--- src/rtl/uart_byte_tx.sv ---
`timescale 1ns / 1ps
// uart_byte_tx
//   Single-byte UART transmitter. It sends 8N1 frames and the baud rate is
//   selected at runtime. A byte and a baud code are latched when Send_en is
//   seen in IDLE. The frame is then shifted out LSB first on uart_tx, and
//   Tx_done pulses for one clock during the last cycle of the stop bit.
//   Holding Send_en high chains frames with no idle gap.
//
//   Optional build macro: UART_TX_PARITY_EN
//     When defined, an even-parity slot is inserted between Data[7] and the
//     stop bit. The frame is then 11 slots long.
//
// Ports
//   Clk       in   system clock, rising edge
//   Reset_n   in   asynchronous reset, active HIGH (legacy name)
//   Data      in   [7:0] byte to send, latched at frame start
//   Send_en   in   level request to transmit
//   Baud_set  in   [2:0] baud select, latched at frame start
//                  0:9600 1:19200 2:38400 3:57600 4:115200 5-7:9600
//   uart_tx   out  serial line, idle high, registered
//   Tx_done   out  one-cycle pulse on the last cycle of the stop bit
//
// state | meaning
// ------+-----------------------------------------------------------
// IDLE  | line high, waiting for Send_en
// SEND  | shifting slots: start, D0..D7, [parity], stop
module uart_byte_tx #(
  parameter int CLK_FREQ = 50000000
) (
  input  logic       Clk,
  input  logic       Reset_n,
  input  logic [7:0] Data,
  input  logic       Send_en,
  input  logic [2:0] Baud_set,
  output logic       uart_tx,
  output logic       Tx_done
);

  localparam int DIV_W = $clog2(CLK_FREQ / 9600 + 1);

`ifdef UART_TX_PARITY_EN
  localparam logic [3:0] LAST_SLOT = 4'd10;
`else
  localparam logic [3:0] LAST_SLOT = 4'd9;
`endif

  localparam logic [DIV_W-1:0] DIV_ONE = DIV_W'(1);
  localparam logic [DIV_W-1:0] DIV_TWO = DIV_W'(2);

  typedef enum logic {
    IDLE,
    SEND
  } state_t;

  state_t           state_q, state_d;
  logic [3:0]       bit_q, bit_d;
  logic [DIV_W-1:0] div_q, div_d;
  logic [7:0]       data_q, data_d;
  logic [2:0]       baud_q, baud_d;
  logic             uart_tx_q, uart_tx_d;
  logic             tx_done_q, tx_done_d;
  logic [DIV_W-1:0] period;
  logic             start;

  // Line level for a given slot of the latched byte.
  function automatic logic slot_level(input logic [3:0] idx, input logic [7:0] d);
    if (idx == 4'd0) begin
      return 1'b0;
    end else if (idx <= 4'd8) begin
      return d[3'(idx - 4'd1)];
`ifdef UART_TX_PARITY_EN
    end else if (idx == 4'd9) begin
      return ^d;
`endif
    end else begin
      return 1'b1;
    end
  endfunction

  // The bit period is decoded from the latched code, so Baud_set changes
  // during a frame have no effect.
  always_comb begin
    case (baud_q)
      3'd1:    period = DIV_W'(CLK_FREQ / 19200);
      3'd2:    period = DIV_W'(CLK_FREQ / 38400);
      3'd3:    period = DIV_W'(CLK_FREQ / 57600);
      3'd4:    period = DIV_W'(CLK_FREQ / 115200);
      default: period = DIV_W'(CLK_FREQ / 9600);
    endcase
  end

  always_comb begin
    state_d   = state_q;
    bit_d     = bit_q;
    div_d     = div_q;
    data_d    = data_q;
    baud_d    = baud_q;
    uart_tx_d = uart_tx_q;
    tx_done_d = 1'b0;
    start     = 1'b0;

    case (state_q)
      IDLE: begin
        uart_tx_d = 1'b1;
        start     = Send_en;
      end
      SEND: begin
        if (div_q == period - DIV_ONE) begin
          div_d = '0;
          if (bit_q == LAST_SLOT) begin
            state_d   = IDLE;
            bit_d     = 4'd0;
            uart_tx_d = 1'b1;
            // A request still present here starts the next frame straight
            // after the stop bit.
            start     = Send_en;
          end else begin
            bit_d     = bit_q + 4'd1;
            uart_tx_d = slot_level(bit_q + 4'd1, data_q);
          end
        end else begin
          div_d = div_q + DIV_ONE;
          // Tx_done is registered, so it is raised one cycle early. That
          // makes it coincide with the final cycle of the stop bit.
          if ((bit_q == LAST_SLOT) && (div_q == period - DIV_TWO)) begin
            tx_done_d = 1'b1;
          end
        end
      end
      default: begin
        state_d   = IDLE;
        uart_tx_d = 1'b1;
      end
    endcase

    if (start) begin
      state_d   = SEND;
      bit_d     = 4'd0;
      div_d     = '0;
      data_d    = Data;
      baud_d    = Baud_set;
      uart_tx_d = 1'b0;
    end
  end

  always_ff @(posedge Clk or posedge Reset_n) begin
    if (Reset_n) begin
      state_q   <= IDLE;
      bit_q     <= 4'd0;
      div_q     <= '0;
      data_q    <= 8'h00;
      baud_q    <= 3'd0;
      uart_tx_q <= 1'b1;
      tx_done_q <= 1'b0;
    end else begin
      state_q   <= state_d;
      bit_q     <= bit_d;
      div_q     <= div_d;
      data_q    <= data_d;
      baud_q    <= baud_d;
      uart_tx_q <= uart_tx_d;
      tx_done_q <= tx_done_d;
    end
  end

  assign uart_tx = uart_tx_q;
  assign Tx_done = tx_done_q;

endmodule

--- config.mk ---
export PLATFORM = sky130hd
export DESIGN_NAME = uart_byte_tx
export DESIGN_NICKNAME = d
export VERILOG_FILES = /design/src/rtl/uart_byte_tx.sv
export SDC_FILE = /design/constraint.sdc
export NUM_CORES = 1
export LEC_CHECK = 0
export BUFFER_PORTS_ARGS = -buffer_cell sky130_fd_sc_hd__buf_2
export CAP_MARGIN = 40
export CORE_MARGIN = 2
export CORE_UTILIZATION = 40
export DETAILED_ROUTE_END_ITERATION = 12
export HOLD_SLACK_MARGIN = 0.06
export SYNTH_ARGS = -nofsm -noshare
export SYNTH_HDL_FRONTEND = slang
export SYNTH_SLANG_ARGS = --single-unit
export TNS_END_PERCENT = 20
--- constraint.sdc ---
create_clock -name Clk -period 3.5 [get_ports Clk]
set_input_delay 0.175 -clock Clk [delete_from_list [all_inputs] [get_ports Clk]]
set_output_delay 0.175 -clock Clk [all_outputs]
set_load 0.005 [all_outputs]
==> out/metrics.sh, run 1 <==
SIMPLE_GATE_PORTION_OF_THE_SYNTHESIZED_AREA=0.213
NUMBER_OF_BUFFERS_INSERTED_DURING_CLOCK_TREE_SYNTHESIS=5
DRT_ITER0_DRC=66
CRIT_FAMILY='simple AND/OR/NAND/NOR gates'
PLACE.DETAILED.HPWL_UM=2860
YS_FLOP_TYPE='sky130_fd_sc_hd__dfrtp_1'
CP.REQUIRED_PS=3670
GRT_SETUP_UNREPAIRED='false'
IO_BUFFER_COUNT=15
SYNTH_FA_HA_AREA_FRAC=0.0257
SYNTHARSTFLOPSHARE=1.00
DRV.MAX_CAP_VIOLATION_COUNT=0
POWER.LEAKAGE_uW=0.000963
DRT-TOTAL-WL_UM=4030
CRITPATHARRIVALTIME_PS=3370
CTS_SETUP_BUFFERS=0
FINAL_TOTAL_POWER_uW=1270
CRITPATHSLOWESTCELL='sky130_fd_sc_hd__dfrtp_1'
OUTCOME='finished, final reports clean'
SYNTH_XOR_XNOR_AREA_SHARE=0.0758
NUM-NETS-FINAL=226
MAX-SLEW-MARGIN-REL=0.564
POST_SYNTH_EDFFS=0
FIRST_PASS_ITERS=4
SETUP_VIOL_COUNT_FINAL=0
OVERFLOW=0
DRC=0
DIE_W_UM=73.8
PIN_COUNT_OF_THE_BIGGEST_NET_ENTERING_GLOBAL_ROUTING=26
LAYOUT-DRIVE-GT1-SHARE=0.263
CLOCK-SINKS=31
YS_FF_LATCH=31
AREA_ADDED_BETWEEN_SYNTHESIS_AND_FINISH_PCT=14.3
CRIT_PATH_MAX_INCR_DELAY_PS=460
INITIAL_CORE_UTIL=0.412
SYNTH.YOSYS.SEQ_AREA_SHARE=0.399
CTS.HTREE.LEVELS=2
TIMING_WORST_SETUP_PATH_TYPE='reg2reg'
CP_NUM_BUF_INV=1
GP_CONGESTION=0.914
WORST_HOLD_PATH_TYPE='in2reg'
SYNTH.NET_COUNT=204
DRT-WIRELENGTH-PER-CELL_UM=14.6
CP_CELL_SEQUENCE='or2b_1 > a21o_1 > ha_1 > nor4bb_1 > o21ai_0 > a2111oi_4 > nand3_2 > nor4b_4 > a31oi_2 > buf_4 > mux2_4'
IR_WORST_VDD_V=0.000232
POST_SYNTH_NUM_CELL_TYPES=49
LAYOUT_MIN_CYCLE_TIME_PS=3200
FINAL.SETUP.TNS_PS=0
SYNTH-COMPOUND-AREA-SHARE=0.113
GLOBAL_ROUTING_MET2_RESOURCE_UTILIZATION=0.259
GLOBAL_ROUTE.USAGE.TOTAL=0.172
POST_SYNTH.CELL_AREA_AVG_UM2=10.5
ACHIEVABLE-FREQUENCY_GHz=0.312
TIMING.REG2REG.SETUP_SLACK_PS=300
CELL_ROWS=25
CLK_PIN_SLEW_PS=70
GLOBALROUTEMET3UTIL=0.0466
FP.DIEAREA_MM2=0.00544
SYNTH_TOP_FAMILY_BY_AREA='simple AND/OR/NAND/NOR gates'
TIMING_MAX_TRANSITION_VIOLATIONS_FINAL=0
CHIPHEIGHT_UM=73.8
GRT-BUSIEST-LAYER='met2'
CRIT_FANOUT=9
TRITONCTS='built'
NETLIST_INSTANCES=186
GRT_PASS1_WL_UM=6960
MAX-CLOCK-PATH-BUFFERS=2
FINALHOLDVIOLCOUNT=0
BUFFER_CELL_DRIVING_THE_CLOCK_TREE_ROOT='sky130_fd_sc_hd__clkbuf_8'
END_KIND='register'
CLOCK_SKEW_PS=8.78
MOSTFREQUENTLAYOUTCELLS='sky130_fd_sc_hd__dfrtp_1, sky130_fd_sc_hd__nand2_1, sky130_fd_sc_hd__buf_2, sky130_fd_sc_hd__nor2_1, sky130_fd_sc_hd__nor3_1'
POST-ROUTE-PERIOD-UTIL=0.915
VIAS_IN_THE_FIRST_GLOBAL_ROUTE=1362
SYNTHMUXAREASHARE=0.136
AVGVIACOUNTPERCELL=5.18
ANTENNA_FOUND_INITIAL=0
LAYOUT_COMMONEST_CELL='sky130_fd_sc_hd__dfrtp_1'
GRT.MET1_USAGE=0.236
WORSTSETUPSTARTPOINTTYPE='register'
CLOCK_LATENCY_PS=290
DRT.ANTENNA.VIOLATING_NETS=0
POWER_PER_CELL_AREA_mW_PER_MM2=570
ANTENNA-DIODE-COUNT=0
SYNTH.YOSYS.WARNINGS=0
MAX_SLEW.WORST_PIN.SLEW_PS=649
NETLIST_AREA_MM2=0.00195
FLOORPLAN.IO_PINS=16
CORE-AREA_MM2=0.00472
ROUTED-VIA-COUNT=1431
==> metrics by stage <==
stage	util	hold WS [ps]	cells	setup slack (ps)	area, um2
6_report	0.471	112	276	297	2220
3_5_place_dp	0.448	112	267	330	2110
4_1_cts	0.471	108	276	300	2220
2_1_floorplan	-	267	186	372	1950
5_1_grt	0.471	103	276	57.3	2220
3_3_place_gp	0.448	106	267	365	2110
==> registers in the layout, summed over array words and instances (netlist names) <==
signal	flops
uart_tx	1
baud_q	3
data_q	8
state_q	1
div_q	13
bit_q	4
Tx_done	1
==> per-layer routing <==
layer  share of wire  up-vias  routed length, um
met5               0        -                  0
met4           0.016        0                 64
met3           0.044        5                176
met2            0.47       29               1880
met1            0.47      684               1900
li1                -      713                  -
==> cell type report <==
cell class | instances | area, um2
Inverter | 4 | 15.0
Timing Repair Buffer | 25 | 153
Fill cell | 442 | 2500
Tap cell | 67 | 83.8
Multi-Input combinational cell | 141 | 1100
Sequential cell | 31 | 777
Clock buffer | 8 | 100
==> Yosys cell counts, types with 5 or more instances <==
cell type                  count  area share
sky130_fd_sc_hd__nor2_1       13       0.025
sky130_fd_sc_hd__mux2_4        9       0.069
sky130_fd_sc_hd__xor2_1       10       0.045
sky130_fd_sc_hd__mux2i_1       5       0.026
sky130_fd_sc_hd__nand4_1       5       0.016
sky130_fd_sc_hd__a21oi_1       5       0.013
sky130_fd_sc_hd__dfrtp_1      30        0.39
sky130_fd_sc_hd__nand2_1      17       0.033
sky130_fd_sc_hd__xnor2_1       5       0.022
sky130_fd_sc_hd__nor3_1       12       0.031
sky130_fd_sc_hd__nand3_1       5       0.013
sky130_fd_sc_hd__clkbuf_1      5      0.0096
==> cell families after synthesis <==
| group | after synthesis |
|---|---|
| buf+inv | 14 |
| mux | 19 |
| flops | 31 |
| compound gates | 27 |
| xor+xnor | 16 |
| fa+ha+maj | 4 |
| simple gates | 75 |
==> path summary, 6_finish.rpt <==
kind,start,endpoint,cells past startpoint
max,baud_q[2]$_DFFE_PP0N_,data_q[6]$_DFFE_PP0N_,11
min reg2reg,data_q[4]$_DFFE_PP0N_,data_q[4]$_DFFE_PP0N_,1
max reg2reg,baud_q[2]$_DFFE_PP0N_,data_q[6]$_DFFE_PP0N_,11
max in group asynchronous,Reset_n,uart_tx$_DFFE_PP1P_,4
min in group asynchronous,Reset_n,div_q[7]$_DFFE_PP0P_,3
min,Baud_set[1],baud_q[1]$_DFFE_PP0N_,2
==> power breakdown <==
part / total, uW / internal [uW] / switching, uW / leakage, uW
sequential: 562 / 437 / 126 / 0.000378
clock: 314 / 179 / 135 / 0.0000515
combinational: 390 / 202 / 189 / 0.000533
total: 1270 / 818 / 450 / 0.000963
==> what timing repair did <==
item,CTS,global route
hold buffers,1,0
resized for setup,0,0
endpoints found under the hold margin,6,0
setup endpoints to repair,0,0
No activity file was read; power rests on OpenSTA's default activity.
==> run 2, diff against run 1 <==
PLACE_DENSITY = 0.54   (was not set)
==> out/metrics.sh, run 2 (synthesis results as in run 1) <==
OUTCOME='finished, final reports clean'
GRT_PASS1_WL_UM=7160
ANTENNA_FOUND_INITIAL=0
CELL_ROWS=25
CLK_PIN_SLEW_PS=70
OVERFLOW=0
CLOCK-SINKS=31
CRIT_FAMILY='compound AO/OA/AOI/OAI gates'
MAX_SLEW.WORST_PIN.SLEW_PS=718
N_FILL_CELL=446
DRV.MAX_CAP_VIOLATION_COUNT=0
DRT_ITER0_DRC=98
POWER_PER_CELL_AREA_mW_PER_MM2=573
CORE-AREA_MM2=0.00472
MIN_TO='data_q[1]$_DFFE_PP0N_'
CP_CELL_SEQUENCE='or2b_1 > a21o_1 > ha_1 > a211oi_2 > a221oi_1 > a2111oi_4 > nand3_2 > nor4b_4 > a31oi_2 > buf_4 > mux2_4'
CRIT_FANOUT=12
ACHIEVABLE-FREQUENCY_GHz=0.308
HOLD_START='Data[1]'
WORST_R2R_PATH_DEPTH=11
LARGEST_REGISTER_FF_COUNT=13
FINAL.SETUP.TNS_PS=0
FLOORPLAN.IO_PINS=16
DIE_W_UM=73.8
TIMING_WORST_SETUP_PATH_TYPE='reg2reg'
POST-ROUTE-PERIOD-UTIL=0.926
MOSTFREQUENTLAYOUTCELLS='sky130_fd_sc_hd__dfrtp_1, sky130_fd_sc_hd__nand2_1, sky130_fd_sc_hd__buf_2, sky130_fd_sc_hd__nor2_1, sky130_fd_sc_hd__nor3_1'
INITIAL_CORE_UTIL=0.412
FINALHOLDVIOLCOUNT=0
DRC=0
PIN_COUNT_OF_THE_BIGGEST_NET_ENTERING_GLOBAL_ROUTING=20
R2R-END='data_q[6]$_DFFE_PP0N_'
PLACE.DETAILED.HPWL_UM=2990
LAYOUT-DRIVE-GT1-SHARE=0.271
CLOCK_SKEW_PS=8.86
TRITONCTS='built'
AVGVIACOUNTPERCELL=5.26
LAYOUT_COMMONEST_CELL='sky130_fd_sc_hd__dfrtp_1'
CTS_SETUP_BUFFERS=0
DRT-TOTAL-WL_UM=4070
ANTENNA-DIODE-COUNT=0
DRT-WIRELENGTH-PER-CELL_UM=14.8
PRE_CTS_WS_PS=191
LAYOUT_MIN_CYCLE_TIME_PS=3240
CRITPATHARRIVALTIME_PS=3400
SETUP_VIOL_COUNT_FINAL=0
LARGEST_REGISTER='div_q'
CTS.HTREE.LEVELS=2
TIMING_MAX_TRANSITION_VIOLATIONS_FINAL=0
GP_CONGESTION=0.797
HOLD_DEPTH=2
ROUTED-VIA-COUNT=1442
CRIT_PATH_MAX_INCR_DELAY_PS=490
SETUP_SLACK_PS=258
CP.REQUIRED_PS=3660
CHIPHEIGHT_UM=73.8
DRT.ANTENNA.VIOLATING_NETS=0
FIRST_PASS_ITERS=4
GRT_SETUP_UNREPAIRED='false'
REGISTERS_WITH_THE_MOST_FLIP_FLOPS='div_q: 13 flops, data_q: 8 flops, bit_q: 4 flops'
GLOBAL_ROUTE.USAGE.TOTAL=0.174
VIAS_IN_THE_FIRST_GLOBAL_ROUTE=1532
TIMING.RR.START='baud_q[1]$_DFFE_PP0N_'
WORST_HOLD_PATH_TYPE='in2reg'
CP_NUM_BUF_INV=1
WORSTSETUPSTARTPOINTTYPE='register'
STARTPOINT='baud_q[1]$_DFFE_PP0N_'
MAX-CLOCK-PATH-BUFFERS=2
END_KIND='register'
CLOCK_LATENCY_PS=280
IR_WORST_VDD_V=0.000204
POWER.LEAKAGE_uW=0.000950
FP.DIEAREA_MM2=0.00544
AREA_ADDED_BETWEEN_SYNTHESIS_AND_FINISH_PCT=13.8
NUM-NETS-FINAL=224
CRITPATHSLOWESTCELL='sky130_fd_sc_hd__dfrtp_2'
MAX-SLEW-MARGIN-REL=0.521
BUFFER_CELL_DRIVING_THE_CLOCK_TREE_ROOT='sky130_fd_sc_hd__clkbuf_8'
TIMING.REG2REG.SETUP_SLACK_PS=260
NUMBER_OF_BUFFERS_INSERTED_DURING_CLOCK_TREE_SYNTHESIS=5
IO_BUFFER_COUNT=15
==> run 2: cell count changes in the layout (fill, tap and decap cells not counted), sizes merged <==
cell / previous run / this run
buf: 24 / 22
clkbuf: 8 / 7
clkinvlp: 0 / 1
==> run 2: repair_timing <==
action	in CTS	in global routing
hold endpoints to repair	17	0
hold buffers	1	0
gates resized for setup	0	2
endpoints found under the setup margin	0	11
==> run 2: through the flow <==
step | hold WS, ps | instances | power (uW) | instance area [um2] | utilization
finish | 119 | 274 | 1270 | 2220 | 0.469
global placement | 327 | 265 | 948 | 2100 | 0.445
CTS | 113 | 274 | 1280 | 2210 | 0.469
global route | 115 | 274 | 1360 | 2220 | 0.469
floorplan | 267 | 186 | 863 | 1950 | -
detailed placement | 342 | 265 | 958 | 2100 | 0.445
==> run 2: power breakdown <==
| group | total, uW | internal [uW] | switching, uW | leakage [uW] |
|---|---|---|---|---|
| logic | 386 | 200 | 186 | 0.000524 |
| registers | 568 | 437 | 131 | 0.000376 |
| clock network | 315 | 179 | 137 | 0.0000505 |
==> run 2: worst reg2reg max path: stages, from the launching register on <==
cell,delay [ps]
sky130_fd_sc_hd__dfrtp_2,490
sky130_fd_sc_hd__or2b_1,300
sky130_fd_sc_hd__a21o_1,180
sky130_fd_sc_hd__ha_1,250
sky130_fd_sc_hd__a211oi_2,240
sky130_fd_sc_hd__a221oi_1,150
sky130_fd_sc_hd__a2111oi_4,350
sky130_fd_sc_hd__nand3_2,190
sky130_fd_sc_hd__nor4b_4,330
sky130_fd_sc_hd__a31oi_2,120
sky130_fd_sc_hd__buf_4,220
sky130_fd_sc_hd__mux2_4,320
==> run 2: worst max path at each step <==
stage                            endpoint  cells past startpoint
floorplan           baud_q[0]$_DFFE_PP0N_                     12
global placement    data_q[3]$_DFFE_PP0N_                     11
detailed placement  data_q[6]$_DFFE_PP0N_                     11
CTS                 data_q[6]$_DFFE_PP0N_                     11
global route        data_q[6]$_DFFE_PP0N_                     11
finish              data_q[6]$_DFFE_PP0N_                     11
==> run 2: layout make-up <==
type,count,area [um2],area share
clock buffer,7,96.3,0.0435
timing repair buffer,23,138,0.0621
inverter,4,15.0,0.00678
tap,67,83.8,0.0378
multi-input combinational,141,1100,0.495
clock inverter,1,7.51,0.00339
sequential,31,779,0.352
==> run 2: layer usage <==
metal  share of wire  track usage
met5               0            0
met4           0.026       0.0869
met3           0.029       0.0398
met2            0.49        0.283
met1            0.45        0.217
==> run 3, diff against run 2 <==
CELL_PAD_IN_SITES_DETAIL_PLACEMENT = 1   (was not set)
CELL_PAD_IN_SITES_GLOBAL_PLACEMENT = 1   (was not set)
MAX_ROUTING_LAYER = met4   (was not set)
PLACE_DENSITY = 0.66   (was 0.54)
==> out/metrics.sh, run 3 (synthesis results as in run 1) <==
DRT.ANTENNA.VIOLATING_NETS=0
MAX-CLOCK-PATH-BUFFERS=2
PLACE.DETAILED.HPWL_UM=3520
POSTLAYOUTCELLAREA_MM2=0.00223
FLOORPLAN.IO_PINS=16
LAYOUT_MIN_CYCLE_TIME_PS=3320
CRIT_FANOUT=12
LAYOUT_COMMONEST_CELL='sky130_fd_sc_hd__dfrtp_1'
FINALHOLDVIOLCOUNT=0
CORE-AREA_MM2=0.00472
BUFFER_CELL_DRIVING_THE_CLOCK_TREE_ROOT='sky130_fd_sc_hd__clkbuf_8'
OVERFLOW=0
POWER.SWITCHING_uW=470
TRITONCTS='built'
CP_CELL_SEQUENCE='or2b_4 > a21o_1 > ha_1 > a211oi_2 > a221oi_1 > a2111oi_4 > nand3_2 > nor4b_4 > a31oi_2 > buf_4 > mux2_4'
CP.REQUIRED_PS=3670
CLOCK_LATENCY_PS=280
CLOCK-SINKS=31
HOLD_SLACK_PS=122
POWER.LEAKAGE_uW=0.000963
END_KIND='register'
CRITPATHARRIVALTIME_PS=3490
INITIAL_CORE_UTIL=0.412
POST-ROUTE-PERIOD-UTIL=0.950
FIRST_PASS_ITERS=4
CRITPATHSLOWESTCELL='sky130_fd_sc_hd__dfrtp_1'
COMB_POWER_SHARE=0.323
IO_BUFFER_COUNT=15
ANTENNA-DIODE-COUNT=0
AREA_ADDED_BETWEEN_SYNTHESIS_AND_FINISH_PCT=14.7
POWER_PER_CELL_AREA_mW_PER_MM2=568
DIE_W_UM=73.8
INTERNAL-POWER_uW=798
LARGEST_REGISTER='div_q'
CTS_SETUP_BUFFERS=0
DRV.MAX_CAP_VIOLATION_COUNT=0
LAYOUT-DRIVE-GT1-SHARE=0.275
MOSTFREQUENTLAYOUTCELLS='sky130_fd_sc_hd__dfrtp_1, sky130_fd_sc_hd__nand2_1, sky130_fd_sc_hd__buf_2, sky130_fd_sc_hd__nor2_1, sky130_fd_sc_hd__nor3_1'
SETUP_VIOL_COUNT_FINAL=0
TIMING_MAX_TRANSITION_VIOLATIONS_FINAL=0
GRT_SETUP_UNREPAIRED='false'
CRIT_PATH_MAX_INCR_DELAY_PS=540
CLK_PIN_SLEW_PS=60
CTS.HTREE.LEVELS=2
VIAS_IN_THE_FIRST_GLOBAL_ROUTE=1611
WORST_HOLD_PATH_TYPE='in2reg'
REGISTERS_WITH_THE_MOST_FLIP_FLOPS='div_q: 13 flops, data_q: 8 flops, bit_q: 4 flops'
IR_WORST_VDD_V=0.000294
CELL_ROWS=25
PIN_COUNT_OF_THE_BIGGEST_NET_ENTERING_GLOBAL_ROUTING=20
GP_CONGESTION=0.885
MAX-SLEW-MARGIN-REL=0.553
FINAL.SETUP.TNS_PS=0
DRT-TOTAL-WL_UM=4630
SHARE_CLK_OF_TOTAL_POWER=0.225
LARGEST_REGISTER_FF_COUNT=13
ANTENNA_FOUND_INITIAL=0
WORSTSETUPSTARTPOINTTYPE='register'
GLOBAL_ROUTE.USAGE.TOTAL=0.199
CLOCK_SKEW_PS=5.22
TIMING_WORST_SETUP_PATH_TYPE='reg2reg'
ACHIEVABLE-FREQUENCY_GHz=0.301
CHIPHEIGHT_UM=73.8
GRT_PASS1_WL_UM=7900
DPL_CELL_AREA_MM2=0.00213
POWER_FRAC_SEQ=0.452
NUMBER_OF_BUFFERS_INSERTED_DURING_CLOCK_TREE_SYNTHESIS=5
FP.DIEAREA_MM2=0.00544
NUM-NETS-FINAL=225
AVGVIACOUNTPERCELL=5.39
ROUTED-VIA-COUNT=1477
DRT_ITER0_DRC=64
OUTCOME='finished, final reports clean'
MAX_SLEW.WORST_PIN.SLEW_PS=665
DRC=0
DRT-WIRELENGTH-PER-CELL_UM=16.9
POWER.SHARE.SWITCHING=0.371
## run 3: area by class of cell
class                   instances  area (um2)
fillers                       535        2490
multi-input cells             141        1100
flip-flops and latches         31         778
repair buffers                 24         165
well taps                      67        83.8
clock buffers                   6        82.6
inverters                       4        15.0
clock inverters                 1        5.00
## run 3: per-layer routing
metal	vias up	share of wire	GRT usage
met2	18	0.52	0.328
met1	731	0.44	0.236
met5	-	0	-
met4	0	0.021	0.0828
met3	11	0.019	0.0425
li1	717	-	-
## run 3: critical path, delay by kind of cell, from the launching register on
family                   cells  cell delay, ps
adder cells (fa/ha/maj)      1             250
buffers and inverters        1             220
AO/OA/AOI/OAI                5            1020
AND/OR/NAND/NOR              3             860
flip-flops                   1             540
multiplexers                 1             320
## run 3: path summary, 6_finish.rpt
path / cells after the start / endpoint / startpoint / slack [ps]
worst max-delay path: 11 / data_q[5]$_DFFE_PP0N_ / baud_q[2]$_DFFE_PP0N_ / 180
worst min-delay path: 2 / data_q[1]$_DFFE_PP0N_ / Data[1] / 120
worst max register to register: 11 / data_q[5]$_DFFE_PP0N_ / baud_q[2]$_DFFE_PP0N_ / 180
worst min register to register: 1 / data_q[6]$_DFFE_PP0N_ / data_q[6]$_DFFE_PP0N_ / 510
max in group asynchronous: 5 / uart_tx$_DFFE_PP1P_ / Reset_n / 2490
min in group asynchronous: 3 / baud_q[2]$_DFFE_PP0N_ / Reset_n / 350
## run 3: stage by stage
stage | worst slack [ps] | total power [uW] | cells | utilization
global placement | 273 | 957 | 265 | 0.445
detailed placement | 192 | 982 | 266 | 0.450
finish | 177 | 1270 | 274 | 0.473
floorplan | 372 | 863 | 186 | -
global route | 21.4 | 1350 | 274 | 0.473
CTS | 165 | 1270 | 274 | 0.471
## run 3: power groups by stage
| stage | Clock [uW] | Sequential [uW] | Combinational [uW] |
|---|---|---|---|
| after global routing | 308 | 588 | 450 |
| after floorplan | 0 | 517 | 346 |
| final | 285 | 574 | 409 |
| after CTS | 293 | 571 | 409 |
| after detailed placement | 0 | 578 | 404 |
| after global placement | 0 | 574 | 384 |
## run 3: repair_timing
item / CTS / global route
hold buffers: 1 / 0
endpoints found under the hold margin: 21 / 0
gates resized for setup: 0 / 3
endpoints found under the setup margin: 0 / 10
